===== src/rtl/full_hash_des_box_core.sv =====
// full_hash_des_box_core
// Streaming 32-bit hash built on DES S-box S1. Absorbs one byte per clock;
// the byte carrying a non-zero length ends the message, and the 64-bit
// length is folded in as eight extra rounds in a single finalization cycle.
// Note: rst_n is a synchronous, ACTIVE-HIGH reset despite its name.

module full_hash_des_box_core (
   input  logic        clk,
   input  logic        rst_n,
   input  logic        M_valid,
   input  logic [7:0]  message,
   input  logic [63:0] counter,
   output logic [31:0] digest_out,
   output logic        hash_ready
);

   typedef enum logic [1:0] {
      S_IDLE  = 2'd0,
      S_FINAL = 2'd1,
      S_DONE  = 2'd2
   } state_t;

   // Packed IV {H0..H7}, H0 in the top nibble
   localparam logic [31:0] IV = 32'h4B71DF03;

   // DES S1 rows, column 0 in the top nibble
   localparam logic [63:0] S1_R0 = 64'hE4D12FB83A6C5907;
   localparam logic [63:0] S1_R1 = 64'h0F74E2D1A6CB9538;
   localparam logic [63:0] S1_R2 = 64'h41E8D62BFC973A50;
   localparam logic [63:0] S1_R3 = 64'hFC8249175B3EA06D;

   // Byte to 6-bit S-box input
   function automatic logic [5:0] f_c6(input logic [7:0] b);
      return {b[7] ^ b[1], b[3], b[2], b[5] ^ b[0], b[4], b[6]};
   endfunction

   // S1 lookup: row = {x5,x0}, column = x[4:1]
   function automatic logic [3:0] f_sbox(input logic [5:0] x);
      logic [63:0] row_bits;
      logic [63:0] shifted;
      case ({x[5], x[0]})
         2'd0:    row_bits = S1_R0;
         2'd1:    row_bits = S1_R1;
         2'd2:    row_bits = S1_R2;
         2'd3:    row_bits = S1_R3;
         default: row_bits = S1_R0;
      endcase
      shifted = row_bits << {x[4:1], 2'b00};
      return shifted[63:60];
   endfunction

   // 4-bit rotate left
   function automatic logic [3:0] f_rotl4(input logic [3:0] v, input logic [1:0] amt);
      logic [3:0] r;
      case (amt)
         2'd0:    r = v;
         2'd1:    r = {v[2:0], v[3]};
         2'd2:    r = {v[1:0], v[3:2]};
         2'd3:    r = {v[0], v[3:1]};
         default: r = v;
      endcase
      return r;
   endfunction

   // One round: every word takes its right neighbour xor S, rotated by j>>1
   function automatic logic [31:0] f_round(input logic [31:0] h, input logic [7:0] b);
      logic [3:0]  s;
      logic [3:0]  t;
      logic [31:0] r;
      s = f_sbox(f_c6(b));
      r = 32'h0000_0000;
      for (int j = 0; j < 8; j++) begin
         t = h[31 - 4*((j + 1) % 8) -: 4] ^ s;
         r[31 - 4*j -: 4] = f_rotl4(t, 2'(j >> 1));
      end
      return r;
   endfunction

   state_t      r_state;
   logic [31:0] r_h;
   logic [63:0] r_len;
   logic [31:0] r_digest;
   logic        r_ready;

   state_t      w_state_nxt;
   logic [31:0] w_h_nxt;
   logic [63:0] w_len_nxt;
   logic [31:0] w_digest_nxt;
   logic        w_ready_nxt;
   logic [31:0] w_abs;
   logic [31:0] w_fin;

   // Round datapaths: single absorb round and eight-round length fold
   always_comb begin
      w_abs = f_round(r_h, message);
      w_fin = r_h;
      for (int r = 0; r < 8; r++) begin
         w_fin = f_round(w_fin, r_len[8*r +: 8]);
      end
   end

   // Next-state and datapath control
   always_comb begin
      w_state_nxt  = r_state;
      w_h_nxt      = r_h;
      w_len_nxt    = r_len;
      w_digest_nxt = r_digest;
      w_ready_nxt  = r_ready;
      case (r_state)
         S_IDLE, S_DONE: begin
            if (M_valid) begin
               // H already holds the IV in DONE, so a new message starts cleanly
               w_h_nxt     = w_abs;
               w_ready_nxt = 1'b0;
               if (counter != 64'd0) begin
                  w_len_nxt   = counter;
                  w_state_nxt = S_FINAL;
               end else begin
                  w_state_nxt = S_IDLE;
               end
            end else begin
               w_state_nxt = r_state;
            end
         end
         S_FINAL: begin
            // Input bytes are ignored here
            w_digest_nxt = w_fin;
            w_ready_nxt  = 1'b1;
            w_h_nxt      = IV;
            w_state_nxt  = S_DONE;
         end
         default: begin
            w_state_nxt = S_IDLE;
            w_h_nxt     = IV;
            w_ready_nxt = 1'b0;
         end
      endcase
   end

   // State and output registers with synchronous active-high reset
   always_ff @(posedge clk) begin
      if (rst_n) begin
         r_state  <= S_IDLE;
         r_h      <= IV;
         r_len    <= 64'd0;
         r_digest <= 32'h0000_0000;
         r_ready  <= 1'b0;
      end else begin
         r_state  <= w_state_nxt;
         r_h      <= w_h_nxt;
         r_len    <= w_len_nxt;
         r_digest <= w_digest_nxt;
         r_ready  <= w_ready_nxt;
      end
   end

   assign digest_out = r_digest;
   assign hash_ready = r_ready;

endmodule


===== config.mk =====
export PLATFORM = sky130hd
export DESIGN_NAME = full_hash_des_box_core
export DESIGN_NICKNAME = d
export VERILOG_FILES = /design/src/rtl/full_hash_des_box_core.sv
export SDC_FILE = /design/constraint.sdc
export NUM_CORES = 1
export LEC_CHECK = 0
export BUFFER_PORTS_ARGS = -buffer_cell sky130_fd_sc_hd__buf_2
export CAP_MARGIN = 20
export CORE_MARGIN = 8
export CORE_UTILIZATION = 55
export CTS_BUF_LIST = sky130_fd_sc_hd__clkbuf_8 sky130_fd_sc_hd__clkbuf_16
export DETAILED_ROUTE_END_ITERATION = 10
export GPL_ROUTABILITY_DRIVEN = 0
export GPL_TIMING_DRIVEN = 0
export PLACE_DENSITY_LB_ADDON = 0.1
export SYNTH_ARGS = -nofsm -noshare
export SYNTH_HDL_FRONTEND = slang
export SYNTH_SLANG_ARGS = --single-unit

===== constraint.sdc =====
create_clock -name clk -period 3.89 [get_ports clk]
set_input_delay 0 -clock clk [delete_from_list [all_inputs] [get_ports clk]]
set_output_delay 0 -clock clk [all_outputs]
set_load 0.03 [all_outputs]

# --- Word-level counts from Yosys, hierarchy flattened ---
# Index checks and enable logic that the tools add are counted.
word_totals:
  regBits: 131
  out_inout_bits: 33
classes:
  eq_ne: 30
  shift: 9
  mux: 14
  bitwise: 91
  n_reduce_logical: 14
ops:
  columns: ["op", "n"]
  rows:
  - ["$pmux 64 s4", 9]
  - ["$shl 64x6->64", 9]
  - ["$xor 4x4->4", 72]
  - ["$reduce_bool 64->1", 1]
  - ["$eq 2x2->1 const B", 19]
  - ["$eq 2x1->1 const B", 10]
  - ["$logic_not 2->1", 10]
  - ["$xor 1x1->1", 18]
  - ["$pmux 2 s2", 1]
  - ["$reduce_or 2->1", 2]
  - ["$reduce_and 3->1", 1]
  - ["$mux 1", 2]
  - ["$mux 2", 1]
  - ["$ne 2x2->1 const B", 1]
  - ["$pmux 1 s2", 1]
  - ["$not 1->1", 1]

# --- Longest topological paths before layout ---
# Gate-level depths: netlist (run 1).
logic_depth:
  ltp_word: 12
  ltp_mapped: 13

# --- Least setup slack after synthesis (run 1) ---
# OpenSTA, ideal clock, no wires.
synth_timing:
  path_type: "reg2reg"
  startpoint: "register r_len[15]"
  endpoint: "register r_digest[17] (netlist: digest_out[17])"
  setup_time_ps: 130
  arrival_time_ps: 3286
  setup_slack_ps: 474
  path_stages_with_launch: 13
  cell_sequence: "dfxtp_1 xor2_1 inv_1 ha_1 or2_2 mux4_2 nor2b_1 nor4_1 xnor2_1 xnor3_1 or4_1 o2111ai_1 nor3_1"
synth_via:
  elab_chain_cells: 11
  elab_cells_between_ends: 14
  cone_classes: "eq/ne (3); shift (1); mux (1); bitwise (8); reduce/logical (1)"
synth_lines:
  columns: ["element", "line_no", "source"]
  rows:
  - ["from (decl)", "81", "logic [63:0] r_len;"]
  - ["from (signal assigned)", "151", "r_len <= w_len_nxt;"]
  - ["$xor 1x1->1 *", "34", "return {b[7] ^ b[1], b[3], b[2], b[5] ^ b[0], b[4], b[6]};"]
  - ["$eq 2x2->1, or another cell as far along", "41", "case ({x[5], x[0]})"]
  - ["$pmux 64 s4 *", "41", null]
  - ["$shl 64x6->64 *", "48", "shifted = row_bits << {x[4:1], 2'b00};"]
  - ["$xor 4x4->4 * (7 in a row)", "73", "t = h[31 - 4*((j + 1) % 8) -: 4] ^ s;"]
  - ["to (signal assigned)", "152", "r_digest <= w_digest_nxt;"]
  - ["to (decl)", "82", "logic [31:0] r_digest;"]
# Mark *: on every way between the ends. The rest lies on a longest branch, timed or not. The select of a mux whose other input is x is not followed.
# A chain may end at the register's enable or synchronous reset.

# --- Worst setup path in the final report (run 1) ---
layout_timing:
  startpoint: "register r_len[14]"
  endpoint: "register r_digest[23] (netlist: digest_out[23])"
layout_via:
  elab_chain_cells: 10
  elab_cells_between_ends: 13
  cone_classes: "eq/ne (3); shift (1); mux (1); bitwise (7); reduce/logical (1)"
layout_lines:
  columns: ["element", "line_no"]
  rows:
  - ["$eq 2x2->1, or another cell as far along", "41"]
  - ["$pmux 64 s4 *", "41"]
  - ["$shl 64x6->64 *", "48"]
  - ["$xor 4x4->4 * (7 in a row)", "73"]
# Marks and branches as above.

==> results of run 1 <==
==> report_power, final <==
part | internal, mW | switching [mW]
clock | 0.859 | 0.691
combinational | 1.80 | 2.20
sequential | 1.49 | 0.164
==> cell families after synthesis <==
family	count (synthesis)	synth area share (%)
buffers and inverters	166	5.360
muxes	140	12.62
DFF	130	20.42
adders and majority gates	77	7.559
and+or+nand+nor	568	21.20
xor gates and xnor gates	158	14.55
AOI/OAI and AO/OA	319	18.29
==> cell type report <==
cell class	instances	area, µm²
Fill cell	1901	7649
Tap cell	285	356.6
Inverter	55	206.4
Clock inverter	13	102.6
Buffer	110	474.2
Clock buffer	19	452.9
Timing Repair Buffer	174	1204
Multi-Input combinational cell	1262	9657
Sequential cell	130	2608
==> final timing paths <==
check            startpoint              to
max reg2reg       r_len[14]  digest_out[23]
max               r_len[14]  digest_out[23]
min                   rst_n  digest_out[22]
min reg2reg  digest_out[13]  digest_out[13]
==> flip-flops by register name, summed over array words and instances, names as in the netlist <==
| signal | flops |
|---|---|
| r_len | 64 |
| r_state | 2 |
| r_h | 32 |
| digest_out | 32 |
==> repair_timing <==
action | CTS | global route
hold endpoints to repair | 64 | 0
cloned | 0 | 0
hold buffers | 64 | 0
gates resized for setup | 12 | 22
setup endpoints to repair | 18 | 23
pin swaps | 2 | 4
buffers inserted | 2 | 3
==> cells in the mapped netlist, drive strengths merged (9+ instances only) <==
library cell,instances
a31oi,17
nor3,45
dfxtp,130
inv,55
o31ai,11
or3,10
ha,77
mux4,16
a311oi,11
or4,9
o21ai,59
a221oi,9
clkbuf,73
a211oi,46
xor2,49
nand4,12
nand3b,14
a211o,11
nor4,29
nor2,191
nor2b,23
a2111oi,9
xnor3,21
nand2,135
nand2b,15
nand3,52
a21oi,50
buf,38
xnor2,80
mux2i,118
o211ai,23
==> routing by layer <==
layer,global-route usage (%),vias up,wire [µm]
met4,10.36,0,1411
met1,35.97,6045,17300
met5,0,-,0
li1,-,6032,-
met2,48.59,609,19570
met3,6.712,106,3414
==> worst max-delay path, delay by kind of cell (launching register included) <==
kind | cells | cell delay, ps
buffers and inverters | 1 | 180
adder cells (fa/ha/maj) | 1 | 370
flip-flops | 1 | 480
multiplexers | 1 | 130
XOR/XNOR | 3 | 1190
AND/OR/NAND/NOR | 4 | 1170
AO/OA/AOI/OAI | 1 | 60
==> stage by stage <==
step                setup TNS (ps)  std cells
detailed placement           -1597       1948
CTS                              0       2046
floorplan                        0       1558
global route                -52.84       2048
global placement             -1230       1948
finish                           0       2048
==> results.txt, run 1 <==
----------------------------------------------------
[Run status]
  Run status ... complete, no violations

[Timing]
  Number of max-slew violations in the final report ... 0
  WHS ... 291.8 ps
  Setup Skew ... 10.72 ps
  Worst path setup slack after routing ... 141.7 ps
  Worst slew pin tran ... 1033 ps
  Worst slew slack as a fraction of its limit ... 30.51%
  Period Utilization, post-route ... 96.36%
  Final count of negative-setup-slack endpoints ... 0
  Hold Fails Final Rpt ... 0
  Final critical delay including setup and external delays ... 3748 ps
  F_max ... 266.8 MHz
  Unrepaired setup endpoints after global routing ... true

[Worst setup path]
  Maximum single-stage delay on the critical path ... 700 ps
  Required arrival time at the worst endpoint ... 4170 ps
  Critical path startpoint category ... flip-flop
  Standard cell with the maximum stage delay on the critical path ... sky130_fd_sc_hd__or4b_2
  Kind of critical path ... reg2reg
  Worst reg-to-reg path cell count ... 11
  Worst reg2reg setup slack ... 140 ps
  CP max FO ... 12
  Worst endpoint data arrival time ... 4030 ps
  Ordered cell list for the critical path ... inv_1 -> ha_1 -> nor2b_1 -> mux2i_1 -> nand4_1 -> or4b_2 -> xnor2_1 -> xnor3_1 -> xor3_1 -> nand2_1 -> a21oi_1
  Type of element capturing the critical path ... flip-flop

[Synthesis]
  Share of the synthesized area in the top cell type ... 20.42%
  Total nets after synthesis ... 1710
  Post-synth EDFFs ... 0
  YS warnings ... 0
  Distinct cells, synth ... 89
  Largest cells by area after synthesis ... sky130_fd_sc_hd__dfxtp_1, sky130_fd_sc_hd__mux2i_1, sky130_fd_sc_hd__ha_1
  Mean Syn Cell Area ... 8.181 µm²
  Async SR Flop Fraction ... 0%
  Synth area leader ... sky130_fd_sc_hd__dfxtp_1
  Total standard cell area after synthesis ... 12750 µm²
  Seq/Total Area, Yosys ... 20.42%
  Primary FF master, synth ... sky130_fd_sc_hd__dfxtp_1
  Cells after synthesis ... 1558
  FF+latch count, synth ... 130

[GRT]
  Antenna violations before repair ... 0
  Vias in the first global route ... 12.33k
  Largest net degree at the start of global routing ... 17
  Residual overflow from global routing ... 0
  Wire length of the first global-routing pass ... 66.65 mm
  Overall Global Routing Usage ... 29.03%

[Die]
  Core Box Area ... 22710 µm²
  Placement Rows ... 55
  Count of boundary I/O pins ... 108
  Overall die area ... 28300 µm²
  Overall die height ... 168.2 µm
  Initial cell density of the core ... 56.13%
  Die width ... 168.2 µm

[Routing]
  Post-detailed-route DRC marker count ... 0
  Routed via count ... 12.79k
  Post-route antenna net violation count ... 0
  DRT iter0 DRCs ... 1214
  First-pass iteration count of the detailed router ... 5
  Drt via density ... 6.246
  Per-cell routed wire length ... 20.36 µm
  Wire length after detailed routing ... 41.70 mm

[Final layout]
  Most common cell after layout, fill and taps aside ... sky130_fd_sc_hd__nor2_1
  Fin area ... 15060 µm²
  Number of nets in the layout ... 1902
  Final core utilization ... 66.32%
  Fraction of final layout cells sized beyond drive strength 1 ... 14.58%
  Synth-to-Final Area Change ... 18.16%
  Commonest cells after routing, fill and taps aside ... sky130_fd_sc_hd__nor2_1, sky130_fd_sc_hd__nand2_1, sky130_fd_sc_hd__dfxtp_1
  Number of antenna diodes ... 0

[Clock tree]
  TritonCTS clock tree ... done
  Max clock buf depth ... 2
  Clock transition at the registers of the reported paths ... 70 ps
  Total number of H-tree levels ... 4
  Clock buffers created by TritonCTS ... 17
  Worst-Skew Late Latency ... 430 ps
  Number of clock sinks ... 130
  Clk root buf ... sky130_fd_sc_hd__clkbuf_16

[Place]
  Estimated wirelength of the detail-placed design ... 30.78 mm
  DP Worst Slack ... -404.2 ps
  Number of port buffers ... 105
  Post-detailed-placement cell area ... 13630 µm²

[Worst hold path]
  Number of cells on the worst hold path ... 3
  Type of the worst min-delay path ... in2reg

[Power]
  Total power draw ... 7.205 mW
  Maximum ir drop on the vdd rail ... 0.3274 mV
  Leakage power total ... 6.277 nW
  Pwr Density ... 478.4 nW/µm²

[Job]
  Max-capacitance violation count ... 0

----------------------------------------------------
(Power assumes the default switching activity.)
==> run 2: changes to the inputs <==
--- a/config.mk
+++ b/config.mk
@@ -8,7 +8,7 @@
 export BUFFER_PORTS_ARGS = -buffer_cell sky130_fd_sc_hd__buf_2
 export CAP_MARGIN = 20
 export CORE_MARGIN = 8
-export CORE_UTILIZATION = 55
+export CORE_UTILIZATION = 40
 export CTS_BUF_LIST = sky130_fd_sc_hd__clkbuf_8 sky130_fd_sc_hd__clkbuf_16
 export DETAILED_ROUTE_END_ITERATION = 10
 export GPL_ROUTABILITY_DRIVEN = 0
==> constraint.sdc (replaced) <==
create_clock -name clk -period 3.89 [get_ports clk]
set_input_delay 0.5835 -clock clk [delete_from_list [all_inputs] [get_ports clk]]
set_output_delay 0.5835 -clock clk [all_outputs]
set_load 0.03 [all_outputs]
==> results.txt, run 2 (synthesized netlist as in run 1, its figures left out) <==
----------------------------------------------------
[GRT]
  Antenna violations before repair ... 0 (unchanged)
  Highest-utilization routing layer at the global route stage ... met2
  Vias in the first global route ... 11.71k (-5.0%)
  Met3 Usage GRT ... 4.232% (-2.5 points)
  Met1 Usage GRT ... 30.12% (-5.8 points)
  Overall Global Routing Usage ... 22.33% (-6.7 points)
  M2 GR Usage ... 35.49% (-13 points)
  Largest net degree at the start of global routing ... 17 (unchanged)
  Wire length of the first global-routing pass ... 68.21 mm (+2.3%)
  Residual overflow from global routing ... 0 (unchanged)

[Worst hold path]
  Type of the worst min-delay path ... in2reg
  Number of cells on the worst hold path ... 3 (unchanged)

[Place]
  Post-detailed-placement cell area ... 13770 µm² (+1.1%)
  # placed instances ... 2065 (+6.0%)
  Estimated wirelength of the detail-placed design ... 32.70 mm (+6.2%)
  Number of port buffers ... 105 (unchanged)

[Worst setup path]
  CP max FO ... 10 (-2)
  Worst reg-to-reg path cell count ... 14 (+3)
  Kind of critical path ... in2reg
  Critical path startpoint category ... input pin
  Worst endpoint data arrival time ... 4080 ps (+50 ps)
  Type of element capturing the critical path ... flip-flop
  Required arrival time at the worst endpoint ... 4190 ps (+20 ps)

[Timing]
  Hold Fails Final Rpt ... 0 (unchanged)
  Number of max-slew violations in the final report ... 0 (unchanged)
  F_max ... 264.8 MHz (-0.75%)
  Final count of negative-setup-slack endpoints ... 0 (unchanged)
  Setup Skew ... 9.587 ps (-1.133 ps)
  Period Utilization, post-route ... 97.08% (+0.73 points)
  Worst slew pin tran ... 1175 ps (+142.0 ps)
  Worst slew slack as a fraction of its limit ... 20.96% (-9.6 points)
  Unrepaired setup endpoints after global routing ... true
  Final critical delay including setup and external delays ... 3777 ps (+28.32 ps)

[Die]
  Placement Rows ... 65 (+18%)
  Initial cell density of the core ... 40.50% (-16 points)
  Overall die area ... 37830 µm² (+34%)
  Count of boundary I/O pins ... 108 (unchanged)
  Core Box Area ... 31470 µm² (+39%)
  Die width ... 194.5 µm (+16%)
  Overall die height ... 194.5 µm (+16%)

[Job]
  Max-capacitance violation count ... 0 (unchanged)

[Clock tree]
  Number of clock sinks ... 130 (unchanged)
  Worst-Skew Late Latency ... 450 ps (+20 ps)
  Total number of H-tree levels ... 4 (unchanged)
  Count of hold-fix buffers inserted at cts ... 0 (-100%)
  Clock transition at the registers of the reported paths ... 60 ps (about the same)
  Clk root buf ... sky130_fd_sc_hd__clkbuf_16
  Clock buffers created by TritonCTS ... 17 (unchanged)
  Max clock buf depth ... 2 (unchanged)
  TritonCTS clock tree ... done

[Power]
  Maximum ir drop on the vdd rail ... 0.3864 mV (+18%)
  Leakage power total ... 6.070 nW (-3.3%)
  Total power draw ... 7.320 mW (+1.6%)
  Pwr Density ... 499.3 nW/µm² (+4.4%)

[Final layout]
  Commonest cells after routing, fill and taps aside ... sky130_fd_sc_hd__nor2_1, sky130_fd_sc_hd__nand2_1, sky130_fd_sc_hd__dfxtp_1
  Finished Layout Cells ... 2110 (+3.0%)
  Number of nets in the layout ... 1847 (-2.9%)
  Most common cell after layout, fill and taps aside ... sky130_fd_sc_hd__nor2_1
  Synth-to-Final Area Change ... 15.03%
  Fin area ... 14660 µm² (-2.6%)
  Most flops, register ... r_len
  Number of antenna diodes ... 0 (unchanged)
  Fraction of final layout cells sized beyond drive strength 1 ... 15.46% (+0.88 points)
  Largest register FFs ... 64 (unchanged)

[Routing]
  Routed via count ... 12.29k (-3.9%)
  Wire length after detailed routing ... 43.11 mm (+3.4%)
  Post-detailed-route DRC marker count ... 0 (unchanged)
  First-pass iteration count of the detailed router ... 7 (+2)
  Drt via density ... 5.825 (-6.7%)
  Per-cell routed wire length ... 20.43 µm (+0.35%)
  Post-route antenna net violation count ... 0 (unchanged)
  DRT iter0 DRCs ... 1209 (-0.41%)

[Run status]
  Run status ... complete, no violations

----------------------------------------------------
run 2: changes by cell type in the layout (fill, tap and decap cells not counted), moves of 2 or more:
cell	before	now
sky130_fd_sc_hd__dlygate4sd3_1	64	0
sky130_fd_sc_hd__a2111oi_1	1	3
sky130_fd_sc_hd__buf_4	13	22
sky130_fd_sc_hd__clkbuf_8	2	0
sky130_fd_sc_hd__inv_6	4	6
sky130_fd_sc_hd__a2111oi_0	6	4
sky130_fd_sc_hd__clkinv_2	1	3
sky130_fd_sc_hd__clkinv_4	2	0
sky130_fd_sc_hd__bufinv_16	0	2
run 2: worst max-delay path, cell delays in order:
cell and delay, ps:
sky130_fd_sc_hd__buf_2 110, sky130_fd_sc_hd__nor4_1 980, sky130_fd_sc_hd__nand4_1 410, sky130_fd_sc_hd__nor4_1 610, sky130_fd_sc_hd__nor3b_1 120, sky130_fd_sc_hd__clkbuf_1 400
sky130_fd_sc_hd__clkbuf_1 510, sky130_fd_sc_hd__mux2i_1 270, sky130_fd_sc_hd__nor2_1 60
run 2: worst paths after layout:
path	startpoint	endpoint	slack (ps)
worst min-delay path	counter[47]	r_len[47]	390
worst max register to register	r_len[41]	digest_out[12]	120
worst max-delay path	counter[7]	r_len[60]	110
worst min register to register	digest_out[23]	digest_out[23]	470
run 2: per-layer routing:
| layer | vias up | routed length [µm] |
|---|---|---|
| li1 | 5911 | - |
| met1 | 5758 | 19710 |
| met2 | 544 | 19380 |
| met3 | 78 | 2848 |
| met4 | 0 | 1170 |
| met5 | - | 0 |
run 2: area by class of cell:
class                           instances  area [µm²]
Sequential cell                       130        2608
Clock buffer                           17       425.4
Buffer                                110       473.0
Inverter                               55       206.4
Multi-Input combinational cell       1262        9662
Fill cell                            3104       16810
Timing Repair Buffer                  119       630.6
Clock inverter                         15       153.9
Tap cell                              402       503.0
run 2: per-stage QoR:
stage | setup WS [ps] | TNS (ps) | utilization [%] | hold slack [ps]
2_1_floorplan | 473.8 | 0 | - | 480.8
3_3_place_gp | -411.2 | -17170 | 43.76 | 451.2
3_5_place_dp | -437.1 | -16440 | 43.76 | 456.8
4_1_cts | 19.50 | 0 | 45.92 | 377.1
5_1_grt | -29.09 | -33.55 | 46.58 | 386.0
6_report | 113.4 | 0 | 46.58 | 391.3
run 2: power breakdown:
part           switching, mW  internal (mW)  total (mW)
Sequential             0.160           1.49        1.65
Combinational           2.23           1.79        4.02
Clock                  0.705          0.948        1.65
run 2: timing repair:
| item | CTS | global route |
|---|---|---|
| setup buffers | 0 | 14 |
| pin swaps | 2 | 7 |
| setup endpoints to repair | 26 | 27 |
| gates resized for setup | 13 | 20 |
==> run 3: changes to the inputs <==
--- a/config.mk
+++ b/config.mk
@@ -13,7 +13,7 @@
 export DETAILED_ROUTE_END_ITERATION = 10
 export GPL_ROUTABILITY_DRIVEN = 0
 export GPL_TIMING_DRIVEN = 0
-export PLACE_DENSITY_LB_ADDON = 0.1
+export PLACE_DENSITY = 0.59
 export SYNTH_ARGS = -nofsm -noshare
 export SYNTH_HDL_FRONTEND = slang
 export SYNTH_SLANG_ARGS = --single-unit
==> results.txt, run 3 (synthesized netlist as in run 1, its figures left out) <==
----------------------------------------------------
[Final layout]
  Fraction of final layout cells sized beyond drive strength 1 ... 15.47% (about the same)
  Commonest cells after routing, fill and taps aside ... sky130_fd_sc_hd__nor2_1, sky130_fd_sc_hd__nand2_1, sky130_fd_sc_hd__dfxtp_1
  Most flops, register ... r_len
  Largest register FFs ... 64 (unchanged)
  Number of antenna diodes ... 0 (unchanged)
  Most common cell after layout, fill and taps aside ... sky130_fd_sc_hd__nor2_1
  Number of filler instances in the final layout ... 3071 (-1.1%)
  Finished Layout Cells ... 2109 (-0.047%)
  Number of nets in the layout ... 1846 (-0.054%)
  Synth-to-Final Area Change ... 15.37%

[Routing]
  First-pass iteration count of the detailed router ... 7 (unchanged)
  Routed via count ... 12.40k (+0.90%)
  Drt via density ... 5.881 (+0.95%)
  Wire length after detailed routing ... 41.66 mm (-3.4%)
  DRT iter0 DRCs ... 1011 (-16%)
  Post-detailed-route DRC marker count ... 0 (unchanged)
  Post-route antenna net violation count ... 0 (unchanged)
  Per-cell routed wire length ... 19.75 µm (-3.3%)

[Place]
  # placed instances ... 2065 (unchanged)
  Number of port buffers ... 105 (unchanged)
  Estimated wirelength of the detail-placed design ... 31.76 mm (-2.9%)
  DP Worst Slack ... -384.1 ps (+52.99 ps)

[Run status]
  Run status ... complete, no violations

[Job]
  Max-capacitance violation count ... 0 (unchanged)

[Worst setup path]
  Required arrival time at the worst endpoint ... 4190 ps (about the same)
  Worst reg-to-reg path cell count ... 12 (-2)
  Critical path startpoint category ... flip-flop
  Standard cell with the maximum stage delay on the critical path ... sky130_fd_sc_hd__xor3_1
  Worst endpoint data arrival time ... 4030 ps (-50 ps)
  Ordered cell list for the critical path ... xor2_4 -> inv_1 -> ha_1 -> or2_2 -> mux4_2 -> nor2b_1 -> nor4_1 -> xnor2_1 -> xor3_1 -> xnor3_1 -> nor2_1 -> nor3_1
  Kind of critical path ... reg2reg
  CP max FO ... 7 (-3)
  Maximum single-stage delay on the critical path ... 580 ps (-400 ps)
  RR Endpoint ... digest_out[4]
  Origin of the critical flop-to-flop path ... r_len[9]
  Type of element capturing the critical path ... flip-flop
  Worst reg2reg setup slack ... 150 ps (+30 ps)

[Power]
  Total power draw ... 7.331 mW (+0.15%)
  Pwr Density ... 498.5 nW/µm² (-0.15%)
  Leakage power total ... 6.078 nW (+0.13%)
  Maximum ir drop on the vdd rail ... 0.3596 mV (-6.9%)

[Clock tree]
  Clock transition at the registers of the reported paths ... 60 ps (about the same)
  Clk root buf ... sky130_fd_sc_hd__clkbuf_16
  Count of hold-fix buffers inserted at cts ... 0 (unchanged)
  Number of clock sinks ... 130 (unchanged)
  Clock buffers created by TritonCTS ... 17 (unchanged)
  Max clock buf depth ... 2 (unchanged)
  Total number of H-tree levels ... 4 (unchanged)
  Worst-Skew Late Latency ... 440 ps (about the same)
  TritonCTS clock tree ... done

[GRT]
  Largest net degree at the start of global routing ... 17 (unchanged)
  Antenna violations before repair ... 0 (unchanged)
  Vias in the first global route ... 11.55k (-1.4%)
  Residual overflow from global routing ... 0 (unchanged)
  Wire length of the first global-routing pass ... 65.65 mm (-3.8%)
  Overall Global Routing Usage ... 21.42% (-0.91 points)

[Timing]
  Worst path setup slack after routing ... 151.1 ps (+37.69 ps)
  Number of max-slew violations in the final report ... 0 (unchanged)
  Unrepaired setup endpoints after global routing ... false
  Hold Fails Final Rpt ... 0 (unchanged)
  F_max ... 267.5 MHz (+1.0%)
  WHS ... 388.0 ps (-3.307 ps)
  Final critical delay including setup and external delays ... 3739 ps (-37.69 ps)
  Worst slew pin tran ... 967.9 ps (-206.8 ps)
  Final count of negative-setup-slack endpoints ... 0 (unchanged)
  Setup Skew ... 13.50 ps (+3.910 ps)
  Period Utilization, post-route ... 96.12% (-0.97 points)
  Worst slew slack as a fraction of its limit ... 34.88% (+14 points)

[Die]
  Die width ... 194.5 µm (unchanged)
  Placement Rows ... 65 (unchanged)
  Core Box Area ... 31470 µm² (unchanged)
  Count of boundary I/O pins ... 108 (unchanged)
  Initial cell density of the core ... 40.50% (unchanged)
  Overall die height ... 194.5 µm (unchanged)
  Overall die area ... 37830 µm² (unchanged)

[Worst hold path]
  Type of the worst min-delay path ... in2reg
  Number of cells on the worst hold path ... 3 (unchanged)
  Endpoint of the worst hold path ... r_len[17]
  HP Start ... counter[17]

----------------------------------------------------
==> run 3: final cells by class <==
class | instances | area, µm² | area share (%)
Inverter | 55 | 206.4 | 1.404
Sequential cell | 130 | 2609 | 17.74
Tap cell | 402 | 503.0 | 3.420
Multi-Input combinational cell | 1262 | 9691 | 65.90
Clock inverter | 14 | 163.9 | 1.115
Clock buffer | 18 | 439.2 | 2.986
Timing Repair Buffer | 117 | 615.6 | 4.186
Buffer | 111 | 478.0 | 3.250
==> run 3: what timing repair did <==
item / in CTS / in global routing
setup endpoints to repair: 24 / 25
pin swaps: 2 / 6
gates cloned: 0 / 0
buffers inserted: 1 / 11
gates resized for setup: 13 / 23
==> run 3: where the power goes <==
| part | leakage [nW] | switching, mW | total (mW) | internal [mW] |
|---|---|---|---|---|
| clock | 0.286 | 0.653 | 1.67 | 1.02 |
| sequential | 1.07 | 0.155 | 1.64 | 1.49 |
| combinational | 4.72 | 2.23 | 4.02 | 1.79 |
==> run 3: worst max-delay path, delay by kind of cell, from the launching register on <==
family	cells	cell delay (ps)
AND/OR/NAND/NOR	5	670
flip-flops	1	470
adder cells (fa/ha/maj)	1	260
buffers and inverters	1	150
multiplexers	1	450
XOR/XNOR	4	1570
==> run 3: how the worst max path moves through the flow <==
stage               slack [ps]  cells past startpoint             end      start
finish                     150                     12   digest_out[4]   r_len[9]
global route                 1                     12  digest_out[17]   r_len[1]
CTS                        -10                     12  digest_out[16]   r_len[1]
detailed placement        -380                     12  digest_out[16]   r_len[7]
global placement          -320                     13  digest_out[17]  r_len[25]
floorplan                  470                     12  digest_out[17]  r_len[15]
==> run 3: routing by layer <==
layer,global-route usage [%],vias up,wire (µm)
met5,0,-,0
met1,28.42,5852,18560
met4,6.704,0,1089
li1,-,5925,-
met3,4.457,75,3079
met2,34.41,550,18930
==> run 3: through the flow <==
stage	cell area, µm²	TNS (ps)	util [%]
2_1_floorplan	12750	0	-
3_3_place_gp	13770	-7452	43.76
3_5_place_dp	13770	-3351	43.76
4_1_cts	14490	-13.41	46.04
5_1_grt	14710	0	46.72
6_report	14710	0	46.72
